**config.mk**
```make
export PLATFORM = sky130hd
export DESIGN_NAME = adder_tree_seq
export DESIGN_NICKNAME = d
export VERILOG_FILES = /design/src/rtl/acc_pkg.sv /design/src/rtl/acc_out_fifo.sv /design/src/rtl/adder_tree_seq.sv
export SDC_FILE = /design/constraint.sdc
export NUM_CORES = 1
export LEC_CHECK = 0
export ABC_AREA = 1
export BUFFER_PORTS_ARGS = -buffer_cell sky130_fd_sc_hd__buf_2
export CORE_UTILIZATION = 30
export DETAILED_ROUTE_END_ITERATION = 16
export SYNTH_ARGS = -nofsm -noshare
export SYNTH_HDL_FRONTEND = slang
export SYNTH_SLANG_ARGS = --single-unit
```
**constraint.sdc**
```tcl
create_clock -name clk -period 11.4 [get_ports clk]
set_input_delay 2.85 -clock clk [delete_from_list [all_inputs] [get_ports clk]]
set_output_delay 2.85 -clock clk [all_outputs]
set_load 0.01 [all_outputs]
```
**src/rtl/acc_pkg.sv**
```systemverilog
// acc_pkg: shared types and defaults for the MAC-stage adder tree sequencer.
//   seq_state_t  : job sequencer states (IDLE/RUN/DRAIN/DONE)
//   tree_tag_t   : per-beat tag that travels alongside the adder tree data
//   ACC_TREE_LAT : default latency of the registered 4-input adder tree
//   ACC_SHIFT    : default requantization shift
package acc_pkg;

  localparam int ACC_TREE_LAT = 2;
  localparam int ACC_SHIFT    = 7;

  typedef enum logic [1:0] {
    IDLE,
    RUN,
    DRAIN,
    DONE
  } seq_state_t;

  typedef struct packed {
    logic v;
    logic first;
    logic last;
  } tree_tag_t;

endpackage

```
**src/rtl/acc_out_fifo.sv**
```systemverilog
// acc_out_fifo: synchronous FIFO with a registered head output.
// The head register always holds the oldest entry, so rdata is valid in the
// same cycle not_empty is high and stays stable until that entry is popped.
// DEPTH must be a power of two, at least 2.
// Ports:
//   clk, rst   clock, asynchronous active-high reset
//   push/wdata write an entry (ignored when full)
//   pop        remove the head entry (ignored when empty)
//   rdata      registered head entry
//   not_empty  FIFO holds at least one entry
module acc_out_fifo #(
  parameter int WIDTH = 8,
  parameter int DEPTH = 4
) (
  input  logic             clk,
  input  logic             rst,
  input  logic             push,
  input  logic [WIDTH-1:0] wdata,
  input  logic             pop,
  output logic [WIDTH-1:0] rdata,
  output logic             not_empty
);

  localparam int AW = $clog2(DEPTH);

  logic [WIDTH-1:0] mem [DEPTH];
  logic [AW-1:0]    wr_ptr;
  logic [AW-1:0]    rd_ptr;
  logic [AW-1:0]    rd_ptr_nxt;
  logic [AW:0]      count;
  logic [AW:0]      count_nxt;
  logic [WIDTH-1:0] head_nxt;
  logic             full;
  logic             do_push;
  logic             do_pop;

  assign full      = (count == (AW+1)'(DEPTH));
  assign not_empty = (count != '0);
  assign do_push   = push && !full;
  assign do_pop    = pop && not_empty;

  always_comb begin
    count_nxt  = count + (AW+1)'(do_push) - (AW+1)'(do_pop);
    rd_ptr_nxt = do_pop ? rd_ptr + AW'(1) : rd_ptr;
    head_nxt   = rdata;
    // When the FIFO is (or becomes) empty apart from the entry being
    // written this cycle, the new head bypasses the memory.
    if (count_nxt != '0) begin
      if (do_push && (count == (AW+1)'(do_pop)))
        head_nxt = wdata;
      else
        head_nxt = mem[rd_ptr_nxt];
    end
  end

  always_ff @(posedge clk) begin
    if (do_push)
      mem[wr_ptr] <= wdata;
  end

  always_ff @(posedge clk or posedge rst) begin
    if (rst) begin
      wr_ptr <= '0;
      rd_ptr <= '0;
      count  <= '0;
      rdata  <= '0;
    end else begin
      if (do_push)
        wr_ptr <= wr_ptr + AW'(1);
      rd_ptr <= rd_ptr_nxt;
      count  <= count_nxt;
      rdata  <= head_nxt;
    end
  end

endmodule

```
**src/rtl/adder_tree_seq.sv**
```systemverilog
// adder_tree_seq: sequencer and accumulation controller for the 4-input
// registered adder tree of the MAC stage. Beats of four partial sums are
// issued into the tree, tracked through its fixed latency with a tag pipe,
// accumulated over cfg_groups beats, requantized to int8 and buffered in a
// small output FIFO. Upstream flow control is credit based because the tree
// cannot stall.
// Build option: define ADDER_TREE_SEQ_SAT_EN to saturate the requantized
// value to [-128, 127]; otherwise sign plus low 7 bits are kept.
// Ports:
//   clk, rst                   clock, asynchronous active-high reset
//   start, cfg_groups,
//   cfg_outputs                job start and configuration (sampled in IDLE)
//   busy, done                 job status
//   in_valid, in_ready,
//   in_psum0..in_psum3         upstream beat handshake and partial sums
//   tree_in1..tree_in4         adder tree inputs (zero when no beat issued)
//   tree_sum                   adder tree result, TREE_LAT cycles later
//   out_valid, out_ready,
//   out_data                   int8 result stream from the output FIFO
module adder_tree_seq
  import acc_pkg::*;
#(
  parameter int TREE_LAT   = ACC_TREE_LAT,
  parameter int ACC_W      = 40,
  parameter int SHIFT      = ACC_SHIFT,
  parameter int FIFO_DEPTH = 4
) (
  input  logic        clk,
  input  logic        rst,
  input  logic        start,
  input  logic [7:0]  cfg_groups,
  input  logic [15:0] cfg_outputs,
  output logic        busy,
  output logic        done,
  input  logic        in_valid,
  output logic        in_ready,
  input  logic [31:0] in_psum0,
  input  logic [31:0] in_psum1,
  input  logic [31:0] in_psum2,
  input  logic [31:0] in_psum3,
  output logic [31:0] tree_in1,
  output logic [31:0] tree_in2,
  output logic [31:0] tree_in3,
  output logic [31:0] tree_in4,
  input  logic [31:0] tree_sum,
  output logic        out_valid,
  input  logic        out_ready,
  output logic [7:0]  out_data
);

  localparam int CW = $clog2(FIFO_DEPTH + 1);

  seq_state_t              state;
  logic [7:0]              g_lat;
  logic [15:0]             n_lat;
  logic [7:0]              grp_cnt;
  logic [15:0]             out_cnt;
  logic [15:0]             res_cnt;
  logic [CW-1:0]           credit;
  tree_tag_t               tags [TREE_LAT];
  tree_tag_t               tag_out;
  logic signed [ACC_W-1:0] acc;
  logic signed [ACC_W-1:0] acc_nxt;
  logic signed [ACC_W-1:0] sum_ext;
  logic signed [ACC_W-1:0] q;
  logic [7:0]              q8;
  logic                    accept;
  logic                    first_beat;
  logic                    last_beat;
  logic                    reserve;
  logic                    pop;
  logic                    push;

  assign in_ready   = (state == RUN) && (credit != '0);
  assign accept     = in_valid && in_ready;
  assign first_beat = (grp_cnt == 8'd0);
  assign last_beat  = (grp_cnt == g_lat - 8'd1);
  // A FIFO slot is reserved when the first beat of a group enters the tree.
  assign reserve    = accept && first_beat;
  assign pop        = out_valid && out_ready;

  assign busy = (state == RUN) || (state == DRAIN);
  assign done = (state == DONE);

  assign tree_in1 = accept ? in_psum0 : '0;
  assign tree_in2 = accept ? in_psum1 : '0;
  assign tree_in3 = accept ? in_psum2 : '0;
  assign tree_in4 = accept ? in_psum3 : '0;

  assign tag_out = tags[TREE_LAT-1];
  assign sum_ext = {{(ACC_W-32){tree_sum[31]}}, tree_sum};
  assign acc_nxt = tag_out.first ? sum_ext : acc + sum_ext;
  assign q       = acc_nxt >>> SHIFT;
  assign push    = tag_out.v && tag_out.last;

`ifdef ADDER_TREE_SEQ_SAT_EN
  localparam logic signed [ACC_W-1:0] Q_MAX = ACC_W'(127);
  localparam logic signed [ACC_W-1:0] Q_MIN = ACC_W'(-128);

  always_comb begin
    if (q > Q_MAX)
      q8 = 8'h7f;
    else if (q < Q_MIN)
      q8 = 8'h80;
    else
      q8 = q[7:0];
  end
`else
  logic q_unused;

  assign q8       = {q[ACC_W-1], q[6:0]};
  assign q_unused = ^q[ACC_W-2:7];
`endif

  // Job sequencer. Results are counted at the FIFO write so DRAIN ends
  // exactly when the final requantized value lands in the FIFO.
  always_ff @(posedge clk or posedge rst) begin
    if (rst) begin
      state   <= IDLE;
      g_lat   <= 8'd1;
      n_lat   <= '0;
      grp_cnt <= '0;
      out_cnt <= '0;
      res_cnt <= '0;
    end else begin
      if (push)
        res_cnt <= res_cnt + 16'd1;
      case (state)
        IDLE: begin
          if (start) begin
            g_lat   <= (cfg_groups == 8'd0) ? 8'd1 : cfg_groups;
            n_lat   <= cfg_outputs;
            grp_cnt <= '0;
            out_cnt <= '0;
            res_cnt <= '0;
            state   <= (cfg_outputs == 16'd0) ? DONE : RUN;
          end
        end
        RUN: begin
          if (accept) begin
            if (last_beat) begin
              grp_cnt <= '0;
              out_cnt <= out_cnt + 16'd1;
              if (out_cnt == n_lat - 16'd1)
                state <= DRAIN;
            end else begin
              grp_cnt <= grp_cnt + 8'd1;
            end
          end
        end
        DRAIN: begin
          if (push && (res_cnt == n_lat - 16'd1))
            state <= DONE;
        end
        DONE: state <= IDLE;
        default: state <= IDLE;
      endcase
    end
  end

  // Credits mirror free FIFO slots including those promised to groups
  // still in flight, so a push can never find the FIFO full.
  always_ff @(posedge clk or posedge rst) begin
    if (rst)
      credit <= CW'(FIFO_DEPTH);
    else if (reserve && !pop)
      credit <= credit - CW'(1);
    else if (pop && !reserve)
      credit <= credit + CW'(1);
  end

  // Tag pipe matched to the tree latency; clearing it on reset discards
  // whatever data is still inside the tree.
  always_ff @(posedge clk or posedge rst) begin
    if (rst) begin
      for (int i = 0; i < TREE_LAT; i++)
        tags[i] <= '0;
    end else begin
      tags[0] <= '{v: accept, first: first_beat, last: last_beat};
      for (int i = 1; i < TREE_LAT; i++)
        tags[i] <= tags[i-1];
    end
  end

  always_ff @(posedge clk or posedge rst) begin
    if (rst)
      acc <= '0;
    else if (tag_out.v)
      acc <= acc_nxt;
  end

  acc_out_fifo #(
    .WIDTH(8),
    .DEPTH(FIFO_DEPTH)
  ) u_out_fifo (
    .clk      (clk),
    .rst      (rst),
    .push     (push),
    .wdata    (q8),
    .pop      (pop),
    .rdata    (out_data),
    .not_empty(out_valid)
  );

endmodule

```
==> results.json <==
{
  "via_count": 12500,
  "path_class": "in2out",
  "clkSinkCount": 162,
  "insertion_delay_ps": 460,
  "rsz0062_at_grt": "no",
  "cp_slowest_stage_delay_ps": 800,
  "coreArea_sq_mm": 0.0398,
  "yosys.area.top_type": "dfrtp_1",
  "critPathRequiredTime_ps": 8550,
  "drtIter0Drc": 853,
  "top_layer": "met5",
  "worst_r2r_endpoint": "credit[2]$_DFFE_PP1P_",
  "cts_resized": 0,
  "netlist_top_cells_area": "dfrtp_1 (26%), nand2_1 (11%), nor2_1 (9.4%)",
  "setup-tns-final_ps": 0,
  "met3_length_microns": 2200,
  "r2r_cells": 13,
  "drive_gt1_share_pct": 20.4,
  "hold_path.class": "reg2reg",
  "crit_buf_inv": 3,
  "wl_met2_microns": 18200,
  "critPathLaunch": "in_valid",
  "slew_viol_final": 0,
  "cpMostUsedCell": "buf_2",
  "synth_top_area_share_pct": 26.4,
  "worstPathCellList": "buf_2 > nand2_4 > buf_4 > nor2_1 > buf_2",
  "std_cell_rows": 73,
  "start_util_pct": 30.5,
  "setup_violations": 0,
  "synthArstFlopShare_pct": 80.2,
  "fin_crit_ps": 7210,
  "layout_common_cells": "nand2_1 (369), buf_2 (328), nor2_1 (304), inv_1 (266), dfrtp_1 (128)",
  "startpoint_type": "input port",
  "dp_cells": 2590,
  "multi_input_area_sq_mm": 0.00670,
  "cp_max_fo": 107,
  "grt_max_degree": 108,
  "ff2ff_setup_slack_ps": 7400,
  "clockRootBuffer": "clkbuf_16",
  "syn_area_sq_mm": 0.0121,
  "synth-edff-count": 32,
  "grt_antenna_before_repair": 3,
  "final_common_cell": "nand2_1",
  "die_w_microns": 203,
  "r2r_start": "state[1]$_DFFE_PP0P_",
  "yosys_warnings": 0,
  "status": "completed",
  "io_buffers": 328,
  "cts_tree": "done",
  "post_drt_wl_per_cell_microns": 15.7,
  "p_per_area_mw_per_mm2": 233,
  "period_share_pct": 63.3,
  "fill_cells": 4295,
  "crit_path_end_kind": "primary output",
  "ios": 329,
  "cts-buffers-inserted": 17,
  "wl_microns": 41100,
  "crit_end": "tree_in4[28]",
  "layout.cells.non_filler": 2623,
  "overflow": 0,
  "ys_types": 53,
  "fmax_mhz": 139,
  "seq_area_frac_synth_pct": 34.7,
  "die_h_microns": 203,
  "drc": 0,
  "grt_pass1_wl_microns": 63800,
  "ant_nets": 0,
  "finalNetCount": 2332,
  "crit_family": "buffers and inverters",
  "postCtsSetupBuffers": 0,
  "hpwl_microns": 32600,
  "synth_area_per_cell_sq_um": 6.84,
  "finalWeightedCongestion": 0.930,
  "wl_met1_microns": 20200,
  "postLayoutCoreUtil_pct": 37.3,
  "die-area_sq_mm": 0.0413,
  "synth-seq-cells": 162,
  "slew-limit-headroom_pct": 23.8,
  "tightest_slew_ps": 1140,
  "peakVddDrop_v": 0.0000852,
  "cp.arrival_ps": 4360,
  "cts_hold_buf": 0,
  "grt_usage_pct": 19.8,
  "cpMaxStageDelayCell": "buf_4",
  "ys.flop_type": "dfrtp_1",
  "drtPass1Iterations": 5,
  "h-tree-depth": 4,
  "area_growth_pct": 22.2,
  "hold_violations": 0,
  "drv_cap": 0,
  "cts_buffer_depth": 2,
  "clock_skew_ps": 11.2,
  "grt_pass1_vias": 11700,
  "syn_inst": 1774,
  "worstSetupPathDepth": 5,
  "leakagePower_nw": 7.75,
  "syn-num-nets": 2022,
  "path_clk_slew_ps": 70,
  "routed_via_density": 4.75,
  "final-seq-area_sq_mm": 0.00422
}
[through the flow]
| stage | cell area, sq um | setup slack, ps | power (mW) | hold WS (ps) |
|---|---|---|---|---|
| final | 14800 | 4190 | 3.45 | 348 |
| after global routing | 14800 | 4050 | 3.79 | 352 |
| after CTS | 14800 | 4230 | 3.48 | 344 |
| after detailed placement | 14300 | 4240 | 2.91 | 336 |
| after global placement | 14300 | 4380 | 2.87 | 336 |
| after floorplan | 12100 | 4910 | 2.36 | 331 |
[worst min-delay path by stage]
stage	startpoint	endpoint	slack [ps]	cells past startpoint
finish	tags[3]$_DFF_PP0_	tag_out[0]$_DFF_PP0_	350	0
global route	tags[5]$_DFF_PP0_	tag_out[2]$_DFF_PP0_	350	0
CTS	tags[3]$_DFF_PP0_	tag_out[0]$_DFF_PP0_	340	0
detailed placement	tags[3]$_DFF_PP0_	tag_out[0]$_DFF_PP0_	340	0
global placement	tags[3]$_DFF_PP0_	tag_out[0]$_DFF_PP0_	340	0
floorplan	tags[3]$_DFF_PP0_	tag_out[0]$_DFF_PP0_	330	0
[where the power goes]
part	switching, mW	internal, mW	leakage, nW
clock	0.266	0.288	0.264
sequential	0.149	0.779	1.92
combinational	1.30	0.669	5.56
[Yosys cell counts, types with 3 or more instances]
| cell type | count |
|---|---|
| ha_1 | 56 |
| nor2_4 | 6 |
| nand3_2 | 3 |
| nor3b_1 | 3 |
| xor2_1 | 46 |
| o21ai_1 | 22 |
| dfrtp_1 | 128 |
| nand2_2 | 8 |
| a31oi_1 | 8 |
| nor4_1 | 7 |
| buf_6 | 3 |
| nand3_1 | 114 |
| nand3b_1 | 5 |
| a21oi_1 | 97 |
| o22ai_1 | 4 |
| nor2_2 | 10 |
| nand4_1 | 14 |
| nor2_1 | 304 |
| o21a_1 | 7 |
| or2_2 | 6 |
| nand2_4 | 3 |
| o211ai_1 | 10 |
| fa_1 | 3 |
| inv_2 | 7 |
| nor3_1 | 24 |
| edfxtp_1 | 32 |
| nor3_2 | 5 |
| clkbuf_1 | 34 |
| inv_1 | 268 |
| buf_4 | 4 |
| nand2_1 | 369 |
| xnor2_1 | 15 |
| o21ai_0 | 120 |
[layer usage]
layer  up-vias  track usage (%)
met3        39             3.45
li1       6277                -
met2       328             30.1
met1      5810             28.9
met4         4             4.62
met5         -                0
[flip-flops by register name, indices dropped and copies added (netlist names)]
signal	cells
u_out_fifo.wr_ptr	2
out_cnt	16
state	2
u_out_fifo.mem	32
tags	3
u_out_fifo.rd_ptr	2
u_out_fifo.count	3
res_cnt	16
n_lat	16
grp_cnt	8
tag_out	3
credit	3
u_out_fifo.rdata	8
acc	40
g_lat	8
[kinds of logic (layout without fill, tap and decap cells)]
group           Yosys count  after routing  synth area share, %
compound gates          284            284                 12.9
xor+xnor                 62             62                 4.63
fa+ha+maj                59             59                 6.26
buf+inv                 319            642                 10.2
flops                   162            162                 34.7
other cells               0              1                    0
simple gates            888            888                 31.3
[final cells by class]
cell class	count	area share, %
Multi-Input combinational cell	1293	45.1
Sequential cell	162	28.4
Timing Repair Buffer	334	11.4
Inverter	276	7.01
Tap cell	525	4.43
Clock buffer	19	2.98
Clock inverter	13	0.683
Antenna cell	1	0.0169
Note: power is estimated with default switching activity, not from simulation.
